`src/rtl/mvm_stream_param.sv`:
```
// Streaming signed matrix-vector multiplier y = A*x.
// Loads x then A row-major over one valid/ready stream, runs one MAC per cycle, and streams y out.
module mvm_stream_param #(
  parameter int M         = 3,
  parameter int N         = 3,
  parameter int WIDTH     = 8,
  parameter int ACC_WIDTH = 2*WIDTH + $clog2(N) + 1
) (
  input  logic                 clk,
  input  logic                 reset,
  input  logic                 s_valid,
  output logic                 s_ready,
  input  logic [WIDTH-1:0]     s_data,
  output logic                 m_valid,
  input  logic                 m_ready,
  output logic [ACC_WIDTH-1:0] m_data,
  output logic                 m_last,
  output logic                 done
);

  localparam int MN = M * N;
  localparam int XW = (N  > 1) ? $clog2(N)  : 1;
  localparam int AW = (MN > 1) ? $clog2(MN) : 1;
  localparam int YW = (M  > 1) ? $clog2(M)  : 1;

  typedef enum logic [2:0] {IDLE, LOAD_X, LOAD_A, MAC, OUT} state_t;
  state_t state;

  logic signed [WIDTH-1:0]     x_mem [N];
  logic signed [WIDTH-1:0]     a_mem [MN];
  logic signed [ACC_WIDTH-1:0] y_mem [M];

  logic [XW-1:0] x_cnt, i_col;
  logic [AW-1:0] a_cnt, i_idx;
  logic [YW-1:0] i_row, r1, r2, out_idx;
  logic          issue_on;

  // Three-stage MAC pipeline: memory read, multiply, accumulate.
  logic                        v1, v2, first1, first2, lastc1, lastc2, lastall1, lastall2;
  logic signed [WIDTH-1:0]     rd_a, rd_x;
  logic signed [2*WIDTH-1:0]   prod;
  logic signed [ACC_WIDTH-1:0] acc, p_ext, acc_sum;

  logic accept;

  assign s_ready = !reset && (state == IDLE || state == LOAD_X || state == LOAD_A);
  assign accept  = s_valid && s_ready;
  assign p_ext   = {{(ACC_WIDTH-2*WIDTH){prod[2*WIDTH-1]}}, prod};
  assign acc_sum = (first2 ? '0 : acc) + p_ext;

  // NOTE: memories and pure datapath registers carry no reset; every value is written before it is used.
  always_ff @(posedge clk) begin
    if (accept && (state == IDLE || state == LOAD_X)) x_mem[x_cnt] <= s_data;
    if (accept && state == LOAD_A) a_mem[a_cnt] <= s_data;
    if (issue_on) begin
      rd_a   <= a_mem[i_idx];
      rd_x   <= x_mem[i_col];
      r1     <= i_row;
      first1 <= (i_col == '0);
      lastc1 <= (i_col == XW'(N-1));
    end
    prod   <= (2*WIDTH)'(rd_a) * (2*WIDTH)'(rd_x);
    r2     <= r1;
    first2 <= first1;
    lastc2 <= lastc1;
    if (v2) begin
      acc <= acc_sum;
      if (lastc2) y_mem[r2] <= acc_sum;
    end
  end

  always_ff @(posedge clk) begin
    if (reset) begin
      state    <= IDLE;
      x_cnt    <= '0;
      a_cnt    <= '0;
      i_idx    <= '0;
      i_col    <= '0;
      i_row    <= '0;
      issue_on <= 1'b0;
      v1       <= 1'b0;
      v2       <= 1'b0;
      lastall1 <= 1'b0;
      lastall2 <= 1'b0;
      out_idx  <= '0;
      m_valid  <= 1'b0;
      m_data   <= '0;
      m_last   <= 1'b0;
      done     <= 1'b0;
    end else begin
      done     <= 1'b0;
      v1       <= issue_on;
      lastall1 <= issue_on && (i_idx == AW'(MN-1));
      v2       <= v1;
      lastall2 <= v1 && lastall1;
      case (state)
        IDLE, LOAD_X: begin
          if (accept) begin
            if (x_cnt == XW'(N-1)) begin
              x_cnt <= '0;
              state <= LOAD_A;
            end else begin
              x_cnt <= x_cnt + XW'(1);
              state <= LOAD_X;
            end
          end
        end
        LOAD_A: begin
          if (accept) begin
            if (a_cnt == AW'(MN-1)) begin
              a_cnt    <= '0;
              issue_on <= 1'b1;
              state    <= MAC;
            end else begin
              a_cnt <= a_cnt + AW'(1);
            end
          end
        end
        MAC: begin
          if (issue_on) begin
            if (i_idx == AW'(MN-1)) begin
              issue_on <= 1'b0;
              i_idx    <= '0;
              i_col    <= '0;
              i_row    <= '0;
            end else begin
              i_idx <= i_idx + AW'(1);
              if (i_col == XW'(N-1)) begin
                i_col <= '0;
                i_row <= i_row + YW'(1);
              end else begin
                i_col <= i_col + XW'(1);
              end
            end
          end
          if (v2 && lastall2) begin
            out_idx <= '0;
            state   <= OUT;
          end
        end
        OUT: begin
          if (!m_valid || m_ready) begin
            if (m_valid && m_last) begin
              m_valid <= 1'b0;
              m_last  <= 1'b0;
              done    <= 1'b1;
              state   <= IDLE;
            end else begin
              m_valid <= 1'b1;
              m_data  <= y_mem[out_idx];
              m_last  <= (out_idx == YW'(M-1));
              out_idx <= (out_idx == YW'(M-1)) ? '0 : out_idx + YW'(1);
            end
          end
        end
        default: state <= IDLE;
      endcase
    end
  end

endmodule

```
`config.mk`:
```
export PLATFORM = sky130hd
export DESIGN_NAME = mvm_stream_param
export DESIGN_NICKNAME = d
export VERILOG_FILES = /design/src/rtl/mvm_stream_param.sv
export SDC_FILE = /design/constraint.sdc
export NUM_CORES = 1
export LEC_CHECK = 0
export CORE_ASPECT_RATIO = 1.1
export CORE_MARGIN = 4
export CORE_UTILIZATION = 50
export DETAILED_ROUTE_END_ITERATION = 8
export GPL_ROUTABILITY_DRIVEN = 0
export PLACE_DENSITY = 0.67
export SYNTH_ARGS = -nofsm -noshare
export SYNTH_HDL_FRONTEND = slang
export SYNTH_SLANG_ARGS = --single-unit
export TNS_END_PERCENT = 1
```
`constraint.sdc`:
```
create_clock -name clk -period 5.7 [get_ports clk]
set_clock_uncertainty 0.1 [all_clocks]
set_input_delay 0.855 -clock clk [delete_from_list [all_inputs] [get_ports clk]]
set_output_delay 0.855 -clock clk [all_outputs]
set_load 0.005 [all_outputs]
```
---- After elaboration in Yosys (flattened, before gate mapping) ----
Memory sizes are Yosys's and may differ from the RTL's. A register that Yosys moved wholly into a read port is not among the register bits.
Index checks and enable logic that the tools add are counted.
storage, ports and cells
  RAM bits ................................ 153
  output and inout bits ................... 23
  logic and storage cells ................. 118
  memories kept ........................... 3
  register bits ........................... 70
memory list
  memory  words  bits a word  rd ports  clocked after memory_dff  write ports  RTL line  text
  a_mem   9      8            1         1                         1            30        logic signed [WIDTH-1:0] a_mem [MN];
  y_mem   3      19           1         1                         1            31        logic signed [ACC_WIDTH-1:0] y_mem [M];
  x_mem   3      8            1         1                         1            29        logic signed [WIDTH-1:0] x_mem [N];
operators by class
  $add $sub $neg .......................... 7
  reduce and logical (&&, ||, !) cells .... 29
  mux-type cells .......................... 36
  equal/unequal tests ..................... 16
  bitwise gates (word level) .............. 3
  multipliers ............................. 1
operators with widths
  cell                   count
  $mux W2                10
  $add A19 B19 Y19       1
  $mux W19               1
  $mux W3                6
  $mul A8 B8 Y16         1
  $mux W1                14
  $ne A2 B2 Y1 const B   6
  $pmux W3 S4            1
  $reduce_and A3 Y1      3
  $add A2 B1 Y2 const B  4
  $add A4 B1 Y4 const B  2
  $eq A4 B4 Y1 const B   2
  $logic_and A1 B1 Y1    8
  $mux W4                2
  $reduce_and A2 Y1      4
  $eq A2 B2 Y1 const B   3
  $eq A3 B2 Y1 const B   2
  $reduce_and A6 Y1      1
  $reduce_bool A2 Y1     3
  $pmux W2 S2            1
  $reduce_and A4 Y1      1
  $eq A3 B1 Y1 const B   1
  $eq A3 B3 Y1 const B   1
  $logic_not A3 Y1       1
  8 further kinds        13

---- Longest topological paths before layout ----
  word-level depth ........................ 8
  mapped depth ............................ 16

---- Worst setup path before layout ----
OpenSTA, ideal clock, no wires.
  kind .................................... flip-flop to flip-flop
  from .................................... register rd_x[3] (read register of x_mem)
  to ...................................... register prod[14]
  stages on the path, launching flop included .. 16
  library setup time ...................... 72 ps
  arrival time ............................ 4,232 ps
  clock period less this slack ............ 4,404 ps
  setup slack ............................. 1,296 ps
  cell sequence ........................... edfxtp_1 -> and2_1 -> fa_1 -> inv_1 -> fa_1 -> inv_1 -> fa_1 -> inv_1 -> fa_1 -> inv_1 -> ha_1 -> a21oi_1 -> nand2_1 -> and3_1 -> a221oi_1 -> xnor2_1
between the ends
  word-level cells in the longest chain between the ends .. 1
ends and longest elaborated chain
  item                  RTL line  text
  from (decl)           40        logic signed [WIDTH-1:0] rd_a, rd_x;
  $mul A8 B8 Y16        62        prod <= (2*WIDTH)'(rd_a) * (2*WIDTH)'(rd_x);
  to (signal assigned)  62
  to (decl)             41        logic signed [2*WIDTH-1:0] prod;
Every way passes these cells.
A chain may end at the register's enable or synchronous reset.

---- Worst setup path after layout ----
Same ends and word-level chain as after synthesis.

==> impl_metrics.json <==
{
  "vias": 7212,
  "rsz0062_at_grt": "no",
  "setup_total_negative_slack_ns": 0,
  "crit_required_ns": 6.06,
  "mostFrequentLayoutCell": "sky130_fd_sc_hd__edfxtp_1",
  "avgViaCountPerCell": 5.090,
  "p_comb_frac": 0.011,
  "power.ir.vdd_worst_mv": 0.2567,
  "floorplan.initialDensity": 0.5064,
  "drtPass1Iterations": 4,
  "slowest_delay_ns": 0.61,
  "antenna_found_initial": 0,
  "first_global_vias": 7481,
  "synth-edff-count": 192,
  "drive_gt1_frac": 0.07376,
  "maxClockFrequency_mhz": 216.7,
  "cell_total_after_placement": 1369,
  "drtAntennaViolNets": 0,
  "die_h_um": 175.8,
  "synth.distinct_cells": 61,
  "power_switching_share": 0.1916,
  "critical_path.slowest_cell": "sky130_fd_sc_hd__fa_1",
  "final.period_utilization": 0.8094,
  "maximum_number_of_pins_on_one_net_before_global_route_repair": 43,
  "setup.worst_path.end_class": "flip-flop",
  "highest_count_cells_in_the_layout_ignoring_fill_and_taps": "192 x sky130_fd_sc_hd__edfxtp_1, 108 x sky130_fd_sc_hd__nand2_1, 95 x sky130_fd_sc_hd__inv_1",
  "crit_chain": "and2_1, fa_1, inv_1, fa_1, inv_1, fa_1, inv_1, fa_1, inv_1, ha_1, a21oi_1, nand2_1, and3_1, a221oi_1, xnor2_1",
  "power.share.clock": 0.442,
  "worst-path-max-fanout": 8,
  "p_sw_uw": 705.2,
  "cp_top_family": "adder cells",
  "regToRegSetupSlack_ns": 1.09,
  "ff2ff_path_depth": 15,
  "drt-initial-drc-count": 334,
  "grt_first_pass_wirelength_um": 37470,
  "num-nets-final": 1172,
  "worst-endpoint-arrival_ns": 4.97,
  "clk_lat_worst_skew_ns": 0.52,
  "cp.buffers_inverters": 4,
  "slew-limit-headroom": 0.2632,
  "power_report.internal_total_mw": 2.975,
  "syn_inst": 1012,
  "route.final.wire_length_um": 21710,
  "syn-cell-area_um2": 12790,
  "worst-path-stages": 15,
  "antenna-diode-count": 0,
  "worst_hold_path_type": "reg -> reg",
  "postSynth.asyncResetShare": 0,
  "global_route.usage.total": 0.1604,
  "io_pins": 35,
  "crit_path_end": "prod[14]$_DFF_P_",
  "final-max-slew-violation-count": 0,
  "io_buffer_count": 34,
  "wirelength_per_cell_um": 15.32,
  "cts_inserted_buffers": 26,
  "syn_to_final_growth_pct": 12.00,
  "worstSetupPathType": "reg -> reg",
  "fp-row-count": 61,
  "cts_sinks": 258,
  "clkSlewWorstSetupHoldPaths_ns": 0.07,
  "p_leak_nw": 5.150,
  "ctsResizeCount": 0,
  "hold_viol_final": 0,
  "period_minus_slack_ns": 4.614,
  "synth_area_per_cell_um2": 12.64,
  "ys_dominant_reg_cell": "sky130_fd_sc_hd__edfxtp_1",
  "synth_seq_area_share": 0.5539,
  "cts.path.max_buffers": 3,
  "synth_seq_cells": 258,
  "max_cap_violations": 0,
  "mappedNetlistNets": 1133,
  "design.die.area_um2": 28210,
  "synth_warnings": 0,
  "htree_num_levels": 1,
  "cp-startpoint": "rd_x[3]$_DFFE_PP_",
  "r2r_end": "prod[14]$_DFF_P_",
  "cts_root_buf": "sky130_fd_sc_hd__clkbuf_16",
  "powerDensity_nw_per_um2": 256.8,
  "die_x_um": 160.5,
  "detailedPlacementHpwl_um": 15570,
  "holdBufCountCts": 0,
  "tightestPinTransition_ns": 1.104,
  "drc_errors": 0,
  "worst_r2r_startpoint": "rd_x[3]$_DFFE_PP_",
  "worst_setup_path_start_kind": "flip-flop",
  "grt.overflow.total": 0,
  "finish.cell_count_without_fillers": 1417,
  "postCtsSetupBuffers": 0,
  "pwr-share-seq": 0.547,
  "clock_tree_from_tritoncts": "done",
  "placeableCoreArea_um2": 25260,
  "finalSetupViolations": 0,
  "status": "complete, no violations"
}
area by class of cell:
type	count	area (µm²)
sequential	258	7087
fill	2069	10930
tap	346	432.9
multi-input combinational	627	5216
clock inverter	13	92.59
timing repair buffer	43	407.9
clock buffer	35	735.7
inverter	95	356.6
power by group through the flow:
stage | clock (mW) | sequential, mW | combinational, mW
floorplan | 0 | 2.05 | 0.0185
global placement | 0 | 2.05 | 0.0399
detailed placement | 0 | 2.05 | 0.0405
CTS | 1.67 | 2.01 | 0.0407
global route | 1.75 | 2.01 | 0.0450
finish | 1.63 | 2.01 | 0.0400
cells in the mapped netlist, types with 2 or more instances:
master | number | area share
sky130_fd_sc_hd__edfxtp_1 | 192 | 0.45
sky130_fd_sc_hd__nand2_1 | 108 | 0.032
sky130_fd_sc_hd__inv_1 | 95 | 0.028
sky130_fd_sc_hd__dfxtp_1 | 66 | 0.10
sky130_fd_sc_hd__and2_1 | 56 | 0.027
sky130_fd_sc_hd__fa_1 | 56 | 0.088
sky130_fd_sc_hd__ha_1 | 53 | 0.052
sky130_fd_sc_hd__o21ai_0 | 46 | 0.018
sky130_fd_sc_hd__a21oi_1 | 45 | 0.018
sky130_fd_sc_hd__mux2i_1 | 37 | 0.029
sky130_fd_sc_hd__nor2_1 | 33 | 0.0097
sky130_fd_sc_hd__nor2b_1 | 30 | 0.015
sky130_fd_sc_hd__xnor2_1 | 30 | 0.021
sky130_fd_sc_hd__clkbuf_1 | 17 | 0.0050
sky130_fd_sc_hd__mux4_2 | 16 | 0.028
sky130_fd_sc_hd__nand2b_1 | 14 | 0.0068
sky130_fd_sc_hd__a21o_1 | 10 | 0.0059
sky130_fd_sc_hd__nor3_1 | 9 | 0.0035
sky130_fd_sc_hd__buf_2 | 8 | 0.0031
sky130_fd_sc_hd__xor2_1 | 8 | 0.0055
sky130_fd_sc_hd__nand3_1 | 7 | 0.0027
sky130_fd_sc_hd__a211oi_1 | 6 | 0.0035
sky130_fd_sc_hd__nor3b_1 | 6 | 0.0035
sky130_fd_sc_hd__o211ai_1 | 4 | 0.0023
sky130_fd_sc_hd__and3_1 | 3 | 0.0015
sky130_fd_sc_hd__buf_1 | 3 | 0.00088
sky130_fd_sc_hd__buf_4 | 3 | 0.0018
sky130_fd_sc_hd__nand4_1 | 3 | 0.0015
sky130_fd_sc_hd__o31a_1 | 3 | 0.0021
sky130_fd_sc_hd__a2111o_1 | 2 | 0.0018
sky130_fd_sc_hd__a21oi_2 | 2 | 0.0014
sky130_fd_sc_hd__a221oi_1 | 2 | 0.0014
sky130_fd_sc_hd__a311oi_1 | 2 | 0.0014
sky130_fd_sc_hd__a31oi_1 | 2 | 0.00098
sky130_fd_sc_hd__and3b_1 | 2 | 0.0014
sky130_fd_sc_hd__nand3b_1 | 2 | 0.0012
sky130_fd_sc_hd__o21a_1 | 2 | 0.0012
sky130_fd_sc_hd__o21ai_1 | 2 | 0.00078
sky130_fd_sc_hd__o21bai_1 | 2 | 0.0012
sky130_fd_sc_hd__o221ai_1 | 2 | 0.0014
sky130_fd_sc_hd__o41ai_2 | 2 | 0.0025
sky130_fd_sc_hd__or3_1 | 2 | 0.00098
logic make-up after synthesis:
group,count (synthesis),synth area share
adders and majority gates,109,0.1395
xor gates and xnor gates,38,0.02601
buffers and inverters,127,0.03951
and+or+nand+nor,284,0.1132
muxes,54,0.05800
DFF,258,0.5539
AOI/OAI and AO/OA,142,0.06993
stage by stage:
step,hold WS (ns),utilization,setup WS (ns),area [µm²],power (mW)
floorplan,0.2233,-,1.296,12790,2.071
global placement,0.2262,0.5344,1.106,13500,2.094
detailed placement,0.2307,0.5344,1.054,13500,2.095
CTS,0.2453,0.5672,1.049,14330,3.721
global route,0.2513,0.5672,0.7834,14330,3.812
finish,0.2421,0.5672,1.086,14330,3.680
sequential cells by signal (all words and copies together) (netlist names), 2 cells and up:
signal,flops
a_cnt,4
a_mem,72
acc,19
i_col,2
i_idx,4
i_row,2
m_data,19
out_idx,2
prod,16
r1,2
r2,2
rd_a,8
rd_x,8
state,3
x_cnt,2
x_mem,24
y_mem,57
how the worst min path moves through the flow:
stage	start	end	slack [ns]	cells past startpoint
2_1_floorplan	first1$_DFFE_PP_	first2$_DFF_P_	0.22	0
3_3_place_gp	r1[1]$_DFFE_PP_	r2[1]$_DFF_P_	0.23	0
3_5_place_dp	r1[0]$_DFFE_PP_	r2[0]$_DFF_P_	0.23	0
4_1_cts	r1[0]$_DFFE_PP_	r2[0]$_DFF_P_	0.25	0
5_1_grt	lastc1$_DFFE_PP_	lastc2$_DFF_P_	0.25	0
6_report	r1[0]$_DFFE_PP_	r2[0]$_DFF_P_	0.24	0
routing by layer:
metal	share of wire	up-vias	global-route usage
li1	-	3601	-
met1	0.43	3495	0.2038
met2	0.52	78	0.2906
met3	0.024	38	0.02230
met4	0.025	0	0.04016
met5	0	-	0
Power figures use the tool's default switching activity.
